<file path="config.mk">
export PLATFORM = sky130hd
export DESIGN_NAME = pc_branch_ctrl
export DESIGN_NICKNAME = d
export VERILOG_FILES = /design/src/rtl/cpu_pkg.sv /design/src/rtl/br_target_add.sv /design/src/rtl/pc_branch_ctrl.sv
export SDC_FILE = /design/constraint.sdc
export NUM_CORES = 1
export LEC_CHECK = 0
export ABC_AREA = 1
export BUFFER_PORTS_ARGS = -buffer_cell sky130_fd_sc_hd__buf_2
export CAP_MARGIN = 10
export CORE_MARGIN = 1
export CORE_UTILIZATION = 50
export DETAILED_ROUTE_END_ITERATION = 16
export GPL_ROUTABILITY_DRIVEN = 0
export HOLD_SLACK_MARGIN = 0.06
export PLACE_DENSITY = 0.9
export SLEW_MARGIN = 15
export SYNTH_ARGS = -nofsm -noshare
export SYNTH_HDL_FRONTEND = slang
export SYNTH_SLANG_ARGS = --single-unit
</file>
<file path="constraint.sdc">
create_clock -name clk -period 10.15 [get_ports clk]
set_clock_uncertainty 0.05 [all_clocks]
set_input_delay 2.03 -clock clk [delete_from_list [all_inputs] [get_ports clk]]
set_output_delay 2.03 -clock clk [all_outputs]
set_load 0.01 [all_outputs]
</file>
<file path="src/rtl/cpu_pkg.sv">
// Shared types and helpers for the PC / branch-resolution slice of the 16-bit core.
package cpu_pkg;

    localparam logic [2:0] COND_NE = 3'b000;
    localparam logic [2:0] COND_EQ = 3'b001;
    localparam logic [2:0] COND_GT = 3'b010;
    localparam logic [2:0] COND_LT = 3'b011;
    localparam logic [2:0] COND_GE = 3'b100;
    localparam logic [2:0] COND_LE = 3'b101;
    localparam logic [2:0] COND_OV = 3'b110;
    localparam logic [2:0] COND_UN = 3'b111;

    localparam int FLAG_Z = 2;
    localparam int FLAG_V = 1;
    localparam int FLAG_N = 0;

    typedef enum logic [1:0] {
        RUN   = 2'd0,
        FLUSH = 2'd1,
        HALT  = 2'd2
    } pc_state_t;

    // One full-adder cell: returns {carry_out, sum}.
    function automatic logic [1:0] full_add(input logic a, input logic b, input logic cin);
        return {(a & b) | (a & cin) | (b & cin), a ^ b ^ cin};
    endfunction

    // Saturating 16-bit increment used by the branch statistics counters.
    function automatic logic [15:0] sat_inc(input logic [15:0] v);
        return (v == 16'hFFFF) ? v : v + 16'd1;
    endfunction

endpackage

</file>
<file path="src/rtl/br_target_add.sv">
// Ripple-carry 16-bit adder for PC-relative branch targets, with signed overflow flag.
module br_target_add
    import cpu_pkg::*;
(
    input  logic [15:0] pc_plus2,
    input  logic [15:0] offset,
    output logic [15:0] target,
    output logic        tgt_ovfl
);

    logic [16:0] carry_s;
    logic [15:0] sum_s;
    logic [1:0]  cell_s;

    // Chain the full-adder cells from bit 0 upward.
    always_comb begin
        carry_s    = 17'd0;
        sum_s      = 16'd0;
        cell_s     = 2'd0;
        for (int i = 0; i < 16; i++) begin
            cell_s         = full_add(pc_plus2[i], offset[i], carry_s[i]);
            sum_s[i]       = cell_s[0];
            carry_s[i + 1] = cell_s[1];
        end
    end

    assign target   = sum_s;
    // Signed overflow: carry into the sign bit differs from carry out of it.
    assign tgt_ovfl = carry_s[16] ^ carry_s[15];

endmodule

</file>
<file path="src/rtl/pc_branch_ctrl.sv">
// PC register, branch condition evaluation and redirect/flush/halt control.
// Optional branch statistics counters are built when PC_BRANCH_CTRL_STATS_EN is defined.
module pc_branch_ctrl
    import cpu_pkg::*;
#(
    parameter logic [15:0] RESET_PC = 16'h0000
) (
    input  logic        clk,
    input  logic        rst,
    input  logic        stall,
    input  logic        br_valid,
    input  logic        br_reg,
    input  logic [2:0]  cond,
    input  logic [2:0]  flags,
    input  logic [8:0]  imm9,
    input  logic [15:0] reg_tgt,
    input  logic        halt_in,
    output logic [15:0] pc,
    output logic [15:0] pc_plus2,
    output logic        taken,
    output logic        flush,
    output logic        tgt_ovfl,
    output logic        halted
`ifdef PC_BRANCH_CTRL_STATS_EN
   ,output logic [15:0] br_taken_cnt,
    output logic [15:0] br_total_cnt
`endif
);

    pc_state_t   state_r, state_next_s;
    logic [15:0] pc_r, pc_next_s, pc_plus2_s;
    logic [15:0] offset_s, add_tgt_s, target_s;
    logic        flush_r, halted_r;
    logic        cond_true_s, taken_s, add_ovfl_s;
    logic        unused_reg_tgt_s;

    assign pc_plus2_s       = pc_r + 16'd2;
    assign offset_s         = {{6{imm9[8]}}, imm9, 1'b0};
    assign unused_reg_tgt_s = reg_tgt[0];

    br_target_add u_add (
        .pc_plus2 (pc_plus2_s),
        .offset   (offset_s),
        .target   (add_tgt_s),
        .tgt_ovfl (add_ovfl_s)
    );

    // Evaluate the condition code against the latched {Z,V,N} flags.
    always_comb begin
        cond_true_s = 1'b0;
        case (cond)
            COND_NE: cond_true_s = ~flags[FLAG_Z];
            COND_EQ: cond_true_s = flags[FLAG_Z];
            COND_GT: cond_true_s = ~flags[FLAG_Z] & ~flags[FLAG_N];
            COND_LT: cond_true_s = flags[FLAG_N];
            COND_GE: cond_true_s = flags[FLAG_Z] | (~flags[FLAG_Z] & ~flags[FLAG_N]);
            COND_LE: cond_true_s = flags[FLAG_N] | flags[FLAG_Z];
            COND_OV: cond_true_s = flags[FLAG_V];
            COND_UN: cond_true_s = 1'b1;
            default: cond_true_s = 1'b0;
        endcase
    end

    // A branch in the squashed slot after a redirect, or alongside HLT, never resolves taken.
    assign taken_s  = ~rst & br_valid & cond_true_s & ~stall & (state_r == RUN) & ~halt_in;
    assign target_s = br_reg ? {reg_tgt[15:1], 1'b0} : add_tgt_s;

    // Next-PC selection and FSM transition.
    always_comb begin
        pc_next_s    = pc_r;
        state_next_s = state_r;
        if (stall) begin
            pc_next_s    = pc_r;
            state_next_s = state_r;
        end else begin
            if ((state_r == HALT) || halt_in) begin
                pc_next_s = pc_r;
            end else if (taken_s) begin
                pc_next_s = target_s;
            end else begin
                pc_next_s = pc_plus2_s;
            end
            case (state_r)
                RUN: begin
                    if (halt_in) begin
                        state_next_s = HALT;
                    end else if (taken_s) begin
                        state_next_s = FLUSH;
                    end else begin
                        state_next_s = RUN;
                    end
                end
                FLUSH:   state_next_s = RUN;
                HALT:    state_next_s = HALT;
                default: state_next_s = RUN;
            endcase
        end
    end

    // PC, FSM state and state-decoded outputs.
    always_ff @(posedge clk or posedge rst) begin
        if (rst) begin
            pc_r     <= RESET_PC;
            state_r  <= RUN;
            flush_r  <= 1'b0;
            halted_r <= 1'b0;
        end else begin
            pc_r     <= pc_next_s;
            state_r  <= state_next_s;
            flush_r  <= (state_next_s == FLUSH);
            halted_r <= (state_next_s == HALT);
        end
    end

    assign pc       = pc_r;
    assign pc_plus2 = pc_plus2_s;
    assign taken    = taken_s;
    assign flush    = flush_r;
    assign halted   = halted_r;
    assign tgt_ovfl = ~rst & br_valid & ~br_reg & add_ovfl_s;

`ifdef PC_BRANCH_CTRL_STATS_EN
    logic [15:0] taken_cnt_r, total_cnt_r;

    // Saturating counters of branches seen in unstalled RUN cycles.
    always_ff @(posedge clk or posedge rst) begin
        if (rst) begin
            taken_cnt_r <= 16'd0;
            total_cnt_r <= 16'd0;
        end else if (~stall && (state_r == RUN) && br_valid) begin
            total_cnt_r <= sat_inc(total_cnt_r);
            taken_cnt_r <= taken_s ? sat_inc(taken_cnt_r) : taken_cnt_r;
        end else begin
            taken_cnt_r <= taken_cnt_r;
            total_cnt_r <= total_cnt_r;
        end
    end

    assign br_taken_cnt = taken_cnt_r;
    assign br_total_cnt = total_cnt_r;
`endif

endmodule

</file>
Yosys cells after proc, flatten, opt, wreduce, memory -nomap -nowiden
Index checks and enable logic that the tools add are counted.
Widths: inputs -> output; s select.
Word-level totals
  word-level logic and storage cells: 144
  flip-flop bits (word level): 20
  output and inout bits: 36
  bits of input ports: 37
Operators by class
  reductions and logical operators: 4
  bitwise logic cells: 118
  multiplexer cells: 7
  add/subtract/negate cells: 1
  equal/unequal tests: 10
Operators with widths (count)
  $and 1x1->1: 51
  $mux 16: 2
  $or 1x1->1: 30
  $xor 1x1->1: 30
  $add 16x2->16 const B: 1
  $eq 3x3->1 const B: 4
  $pmux 1 s8: 1
  $not 1->1: 7
  $eq 3x2->1 const B: 2
  $eq 2x2->1 const B: 2
  $mux 2: 2
  $pmux 2 s2: 1
  $eq 3x1->1 const B: 1
  $logic_not 3->1: 1
  $eq 2x1->1 const B: 1
  $logic_not 2->1: 1
  $reduce_and 2->1: 1
  $logic_or 1x1->1: 1
  $mux 1: 1

Longest topological paths before layout
Gate-level depths: netlist of run 1.
  word-level depth: 46
  depth in mapped cells: 22
  depth with buffers taken out: 22

By module
From an unflattened synthesis of run 1, not the netlist that was laid out.
Second synthesis, totals
  cells, all modules: 274
  area total of the unflattened synthesis: 2018.2 µm²
Modules (own cells, without submodules)
  pc_branch_ctrl: sequential area each 500.5 µm², cells each 253, times used 1, area each 1686.6 µm²
  br_target_add: sequential area each 0.0 µm², cells each 21, times used 1, area each 331.6 µm²

Least setup slack after synthesis of run 1
OpenSTA, ideal clock, no wires.
  path kind: input port to output port
  start: input port imm9[0]
  end: output port tgt_ovfl
  stages on the path: 19
  data required time: 8.070 ns
  setup slack: 0.995 ns
  path buffers: 0
  data arrival time: 7.075 ns
  cell sequence: ha_1 -> fa_1 -> fa_1 -> fa_1 -> inv_1 -> fa_1 -> fa_1 -> fa_1 -> fa_1 -> fa_1 -> fa_1 -> fa_1 -> fa_1 -> fa_1 -> fa_1 -> inv_1 -> fa_1 -> xor2_1 -> nor3_1
On the way
  longest elaborated chain between the ends: 45
  elaborated cells between the ends (all ways): 59
  classes of those cells: bitwise: 59
RTL lines
  from (decl): RTL line pc_branch_ctrl.sv:15  | input logic [8:0] imm9,
  $and 1x1->1 (*): RTL line cpu_pkg.sv:25  | return {(a & b) | (a & cin) | (b & cin), a ^ b ^ cin};
  $and 1x1->1: RTL line cpu_pkg.sv:25
  $or 1x1->1: RTL line cpu_pkg.sv:25
  $or 1x1->1 (*): RTL line cpu_pkg.sv:25
  $and 1x1->1: RTL line cpu_pkg.sv:25
  $or 1x1->1: RTL line cpu_pkg.sv:25
  $or 1x1->1 (*): RTL line cpu_pkg.sv:25
  $and 1x1->1: RTL line cpu_pkg.sv:25
  (+28 left out)
  $or 1x1->1 (*): RTL line cpu_pkg.sv:25
  $and 1x1->1: RTL line cpu_pkg.sv:25
  $or 1x1->1: RTL line cpu_pkg.sv:25
  $or 1x1->1 (*): RTL line cpu_pkg.sv:25
  $and 1x1->1: RTL line cpu_pkg.sv:25
  $or 1x1->1 (2 in a row): RTL line cpu_pkg.sv:25
  $xor 1x1->1 (*): RTL line br_target_add.sv:29  | assign tgt_ovfl = carry_s[16] ^ carry_s[15];
  $and 1x1->1 (*): RTL line pc_branch_ctrl.sv:120  | assign tgt_ovfl = ~rst & br_valid & ~br_reg & add_ovfl_s;
  to (decl): RTL line pc_branch_ctrl.sv:22  | output logic tgt_ovfl,
Every way passes the cells marked *; elsewhere a longest branch is shown, timed or not.

Worst setup path in the final report of run 1
Ends and elaborated chain as after synthesis.

==> impl_results.md, run 1 <==
- Initial detailed-routing violation count: 155
- DR vias: 1957
- Num CTS Buffers: 3
- Hold Path Class: reg -> reg
- Dpl cell area: 0.00237 mm²
- Initial Util: 0.538
- Fill cells: 340
- # DRC: 0
- Clock Pin Slew Worst Setup and Hold Paths: 0.06 ns
- Cell area after layout: 0.00241 mm²
- Initial antenna violation count: 0
- Full die area: 0.00432 mm²
- Layout area overhead: 19.1%
- Avg Inst Size Synth: 7.30 µm²
- Most used cell, CP: fa_1
- VDD IR max: 0.0647 mV
- Syn Std Cell Area: 0.00203 mm²
- Cts repair resizes: 0
- Startpoint types: input pin
- Crit-path max FO: 2
- Commonest non-fill, non-tap cell in the layout: buf_2
- Final setup vio count: 0
- First-pass GRT wire length: 7.83 mm
- DR vias/cell: 5.03
- GR met1 Demand/Resource: 0.347
- Remaining Overflow, GRT: 0
- Die Ht: 65.7 µm
- Fin Setup TNS: 0 ns
- Pleak: 1.41 nW
- Post-layout minimum cycle time: 9.66 ns
- Layout cells sized above 1: 0.323
- Detail Placement HPWL: 3.90 mm
- Ys Warns: 0
- GR Util met3: 0.0139
- Antenna-violating nets left: 0
- Slew margin rel.: 0.526
- CP Capture Type: primary output
- Core ar.: 0.00377 mm²
- Antenna cells: 0
- Area occupied by multi-input gates: 0.00131 mm²
- Clock latency at the later pin of the worst-skew pair: 0.25 ns
- Worst-path cell with the longest stage delay: fa_1
- Register Area: 475 µm²
- Outcome: completed
- Layout Nets: 395
- Final hold vios: 0
- Final total power: 0.203 mW
- Largest net degree at the start of global routing: 27
- Hold-fix buffers at CTS: 0
- Commonest cells after routing, fill and taps aside: buf_2 (69), nand2_1 (68), inv_1 (44), nor2_1 (23), dfrtp_1 (19)
- Post-CTS Setup Inserts: 0
- GRT busiest layer: met2
- Clock Path Buffers: 2
- Period utilization: 0.952
- FP Rows: 22
- Max H-tree Level: 1
- Register area share after synthesis: 0.234
- Vias in the first global route: 1681
- DP Worst Slack: 0.512 ns
- Pre-antenna DRT Iters: 4
- I/O pins: 73
- Final Max Slew Viols: 0
- Crit path arrival time: 7.58 ns
- CTS tree: built
- Synth unique cells: 30
- Worst path required time: 8.07 ns
- Cells after Synth: 278
- Worst Tran Pin Value: 0.711 ns
- CTS Sinks: 19
- Routed Wire Length: 4.80 mm
- Die X: 65.7 µm
- Seq cells post-synth: 19
- RSZ-0062 raised after global routing: false
- Total track usage: 0.239
- Final setup margin: 0.489 ns
- WS Path Type: in -> out
- M2 GR Usage: 0.384
- Number of max-cap violations: 0
- Root Driver: clkbuf_8
- Wire per inst: 12.3 µm
- F_max: 0.104 GHz
- Worst-path cell chain: buf_2 -> ha_1 -> fa_1 -> fa_1 -> fa_1 -> inv_1 -> fa_1 -> fa_1 -> fa_1 -> fa_1 -> fa_1 -> fa_1 -> fa_1 -> fa_1 -> fa_1 -> fa_1 -> inv_1 -> fa_1 -> xor2_1 -> nor3_1 -> buf_2
- Port bufs: 69
- Pwr per Cell Area: 84.0 mW/mm²
- Crit path largest cell delay: 0.41 ns
-- power breakdown --
group          internal, mW  leakage (nW)  switching, mW  total, mW
combinational        0.0296          1.14         0.0402     0.0698
sequential           0.0787         0.253        0.00414     0.0829
clock                0.0279        0.0228         0.0224     0.0502
total                 0.136          1.41         0.0667      0.203
-- critical path, delay by kind of cell --
| family | cells | cell delay [ns] |
|---|---|---|
| xor+xnor | 1 | 0.20 |
| fa+ha+maj | 15 | 4.86 |
| buf+inv | 4 | 0.40 |
| simple gates | 1 | 0.06 |
-- layout make-up --
| cell class | instances | area share |
|---|---|---|
| Clock buffer | 4 | 0.0187 |
| Inverter | 47 | 0.0731 |
| Multi-Input combinational cell | 202 | 0.544 |
| Sequential cell | 19 | 0.197 |
| Tap cell | 48 | 0.0249 |
| Timing Repair Buffer | 69 | 0.143 |
-- final timing paths --
kind / from / end / slack (ns) / cells after the start
min in group asynchronous: rst / pc[11] / 1.83 / 2
worst min-delay path: pc[4] / pc[4] / 0.49 / 2
worst max-delay path: imm9[0] / tgt_ovfl / 0.49 / 21
worst min register to register: pc[4] / pc[4] / 0.49 / 2
max in group asynchronous: rst / pc[6] / 7.77 / 2
worst max register to register: pc[1] / pc[15] / 3.63 / 21
-- registers in the layout (all words and copies together), names as in the netlist --
signal   count
pc          15
state_r      2
halted       1
flush        1
-- routing by layer --
metal / part of all wire / up-vias
met1: 0.45 / 893
met2: 0.49 / 66
li1: - / 992
met5: 0 / -
met3: 0.046 / 6
met4: 0.012 / 0
-- synthesized netlist by cell type --
library cell	n	area [µm²]
inv_2	3	11.3
nor3_1	1	5.00
o21ai_0	2	10.0
clkbuf_1	1	3.75
nor2_4	1	11.3
nand2_4	2	22.5
a21oi_1	10	50.1
mux2i_1	5	50.1
xor2_1	5	43.8
conb_1	1	3.75
buf_4	3	22.5
o21ai_2	2	17.5
nand2_2	15	93.8
dfrtp_1	19	475
o21bai_1	1	7.51
nand3_2	10	100
buf_2	6	30.0
nand3_4	1	17.5
nor2_2	4	25.0
buf_6	1	11.3
nand2_1	68	255
inv_1	44	165
ha_1	2	25.0
xnor2_1	2	17.5
fa_1	14	280
nand4_1	17	106
nand3_1	13	65.1
a22oi_1	1	7.51
a21o_1	1	7.51
nor2_1	23	86.3
-- metrics by stage --
step                instances  hold WS (ns)   util
detailed placement        385         0.470  0.628
floorplan                 279         0.497      -
global placement          385         0.458  0.628
CTS                       389         0.488  0.640
global route              389         0.522  0.640
finish                    389         0.488  0.640
-- cell families after synthesis --
group,after synthesis,synth area share
AO/OA/AOI/OAI,17,0.0494
adder cells (fa/ha/maj),16,0.151
XOR/XNOR,7,0.0302
AND/OR/NAND/NOR,155,0.389
other,1,0.00185
multiplexers,5,0.0247
buffers and inverters,58,0.120
flip-flops,19,0.234
Power figures use the tool's default switching activity.
==> run 2, diff against run 1 <==
Settings changed: PLACE_DENSITY 0.9 to 0.87.
Clock period 10.15 ns to 11.1 ns, I/O delays scaled along.
==> impl_results.md, run 2 (synthesis results as in run 1) <==
- Outcome: completed
- Post-CTS Setup Inserts: 0
- DR vias: 1991
- DR vias/cell: 5.12
- Final hold slack: 0.503 ns
- Num CTS Buffers: 3
- Post-layout minimum cycle time: 10.02 ns
- Fill cells: 342
- Slew margin rel.: 0.505
- Remaining Overflow, GRT: 0
- Full die area: 0.00432 mm²
- Worst-path cell with the longest stage delay: fa_1
- Clock Path Buffers: 2
- Crit-path max FO: 2
- Wire per inst: 12.9 µm
- Hold Crit Depth: 2
- First-pass GRT wire length: 8.31 mm
- Startpoint types: input pin
- Layout area overhead: 19.1%
- Die Ht: 65.7 µm
- CTS Sinks: 19
- CTS tree: built
- Hold-fix buffers at CTS: 0
- Period utilization: 0.903
- Area occupied by multi-input gates: 0.00131 mm²
- Worst path required time: 8.83 ns
- Antenna cells: 0
- Pleak: 1.41 nW
- Largest net degree at the start of global routing: 27
- Initial Util: 0.538
- Port bufs: 69
- Worst path bufs/invs: 4
- Total track usage: 0.252
- Die X: 65.7 µm
- Crit path arrival time: 7.75 ns
- Vias in the first global route: 1807
- DP Worst Slack: 1.09 ns
- Layout Nets: 395
- Final setup vio count: 0
- WHS Endpoint: pc[15]
- VDD IR max: 0.0694 mV
- FF-to-FF Start: pc[1]
- Reg-to-reg slack, setup: 4.50 ns
- Root Driver: clkbuf_8
- Pre-antenna DRT Iters: 5
- Register Area: 475 µm²
- I/O pins: 73
- Commonest non-fill, non-tap cell in the layout: buf_2
- Worst-path cell chain: buf_2 -> ha_1 -> fa_1 -> fa_1 -> fa_1 -> inv_1 -> fa_1 -> fa_1 -> fa_1 -> fa_1 -> fa_1 -> fa_1 -> fa_1 -> fa_1 -> fa_1 -> fa_1 -> inv_1 -> fa_1 -> xor2_1 -> nor3_1 -> buf_2
- Initial detailed-routing violation count: 181
- # DRC: 0
- Dpl cell area: 0.00237 mm²
- CP Capture Type: primary output
- Worst Tran Pin Value: 0.742 ns
- Initial antenna violation count: 0
- Cell area after layout: 0.00241 mm²
- Antenna-violating nets left: 0
- Final setup margin: 1.08 ns
- F_max: 0.0998 GHz
- Routed Wire Length: 5.02 mm
- Fin Setup TNS: 0 ns
- Number of max-cap violations: 0
- FP Rows: 22
- RSZ-0062 raised after global routing: false
- Core ar.: 0.00377 mm²
- Commonest cells after routing, fill and taps aside: buf_2 (69), nand2_1 (68), inv_1 (44), nor2_1 (23), dfrtp_1 (19)
- CP delay by family, top: adder cells
- Hold Path Class: reg -> reg
- Max H-tree Level: 1
- Pwr per Cell Area: 77.9 mW/mm²
- Final hold vios: 0
- Layout cells sized above 1: 0.323
- Detail Placement HPWL: 4.02 mm
- Hold path startpoint: pc[15]
- Most used cell, CP: fa_1
- Worst R2R Path Depth: 21
- Crit path largest cell delay: 0.41 ns
- Largest register FFs: 15
- Clock Pin Slew Worst Setup and Hold Paths: 0.06 ns
- Final Max Slew Viols: 0
- Clock latency at the later pin of the worst-skew pair: 0.25 ns
- Crit Reg-Reg Endpoint: pc[15]
- Cts repair resizes: 0
- WS Path Type: in -> out
==> run 2: metal layers <==
metal | GRT usage | vias up | wire length, µm
met1 | 0.359 | 928 | 2270
met3 | 0.0260 | 5 | 298
met4 | 0.0598 | 0 | 43
li1 | - | 991 | -
met2 | 0.407 | 67 | 2420
met5 | 0 | - | 0
==> run 2: worst max-delay path by stage <==
stage,start,to,cells after the start
3_3_place_gp,imm9[0],tgt_ovfl,21
5_1_grt,imm9[0],tgt_ovfl,21
6_report,imm9[0],tgt_ovfl,21
3_5_place_dp,imm9[0],tgt_ovfl,21
4_1_cts,imm9[0],tgt_ovfl,21
2_1_floorplan,imm9[0],tgt_ovfl,19
==> run 2: per-stage QoR <==
step / std cells / total power [mW] / util
floorplan: 279 / 0.120 / -
global placement: 385 / 0.138 / 0.628
detailed placement: 385 / 0.143 / 0.628
CTS: 389 / 0.189 / 0.640
global route: 389 / 0.201 / 0.640
finish: 389 / 0.188 / 0.640
==> run 2: final cells by class <==
cell class              count  share of cell area
inverters                  47              0.0731
well taps                  48              0.0249
clock buffers               4              0.0187
repair buffers             69               0.143
flip-flops and latches     19               0.197
multi-input cells         202               0.544
==> run 2: power by group <==
group          leakage [nW]  switching (mW)  internal, mW
Clock                0.0228          0.0211        0.0255
Combinational          1.14          0.0373        0.0277
Sequential            0.253         0.00445        0.0720
Total                  1.41          0.0629         0.125
==> run 2: worst register-to-register path, cell delays in order, from the launching register on <==
cell,delay (ns)
dfrtp_1,0.46
ha_1,0.40
fa_1,0.24
fa_1,0.20
fa_1,0.18
inv_1,0.05
fa_1,0.39
fa_1,0.40
fa_1,0.40
fa_1,0.40
fa_1,0.39
fa_1,0.39
fa_1,0.39
fa_1,0.39
fa_1,0.39
fa_1,0.41
inv_1,0.09
fa_1,0.41
mux2i_1,0.14
nand4_1,0.14
nand3_2,0.12
nand2_1,0.06
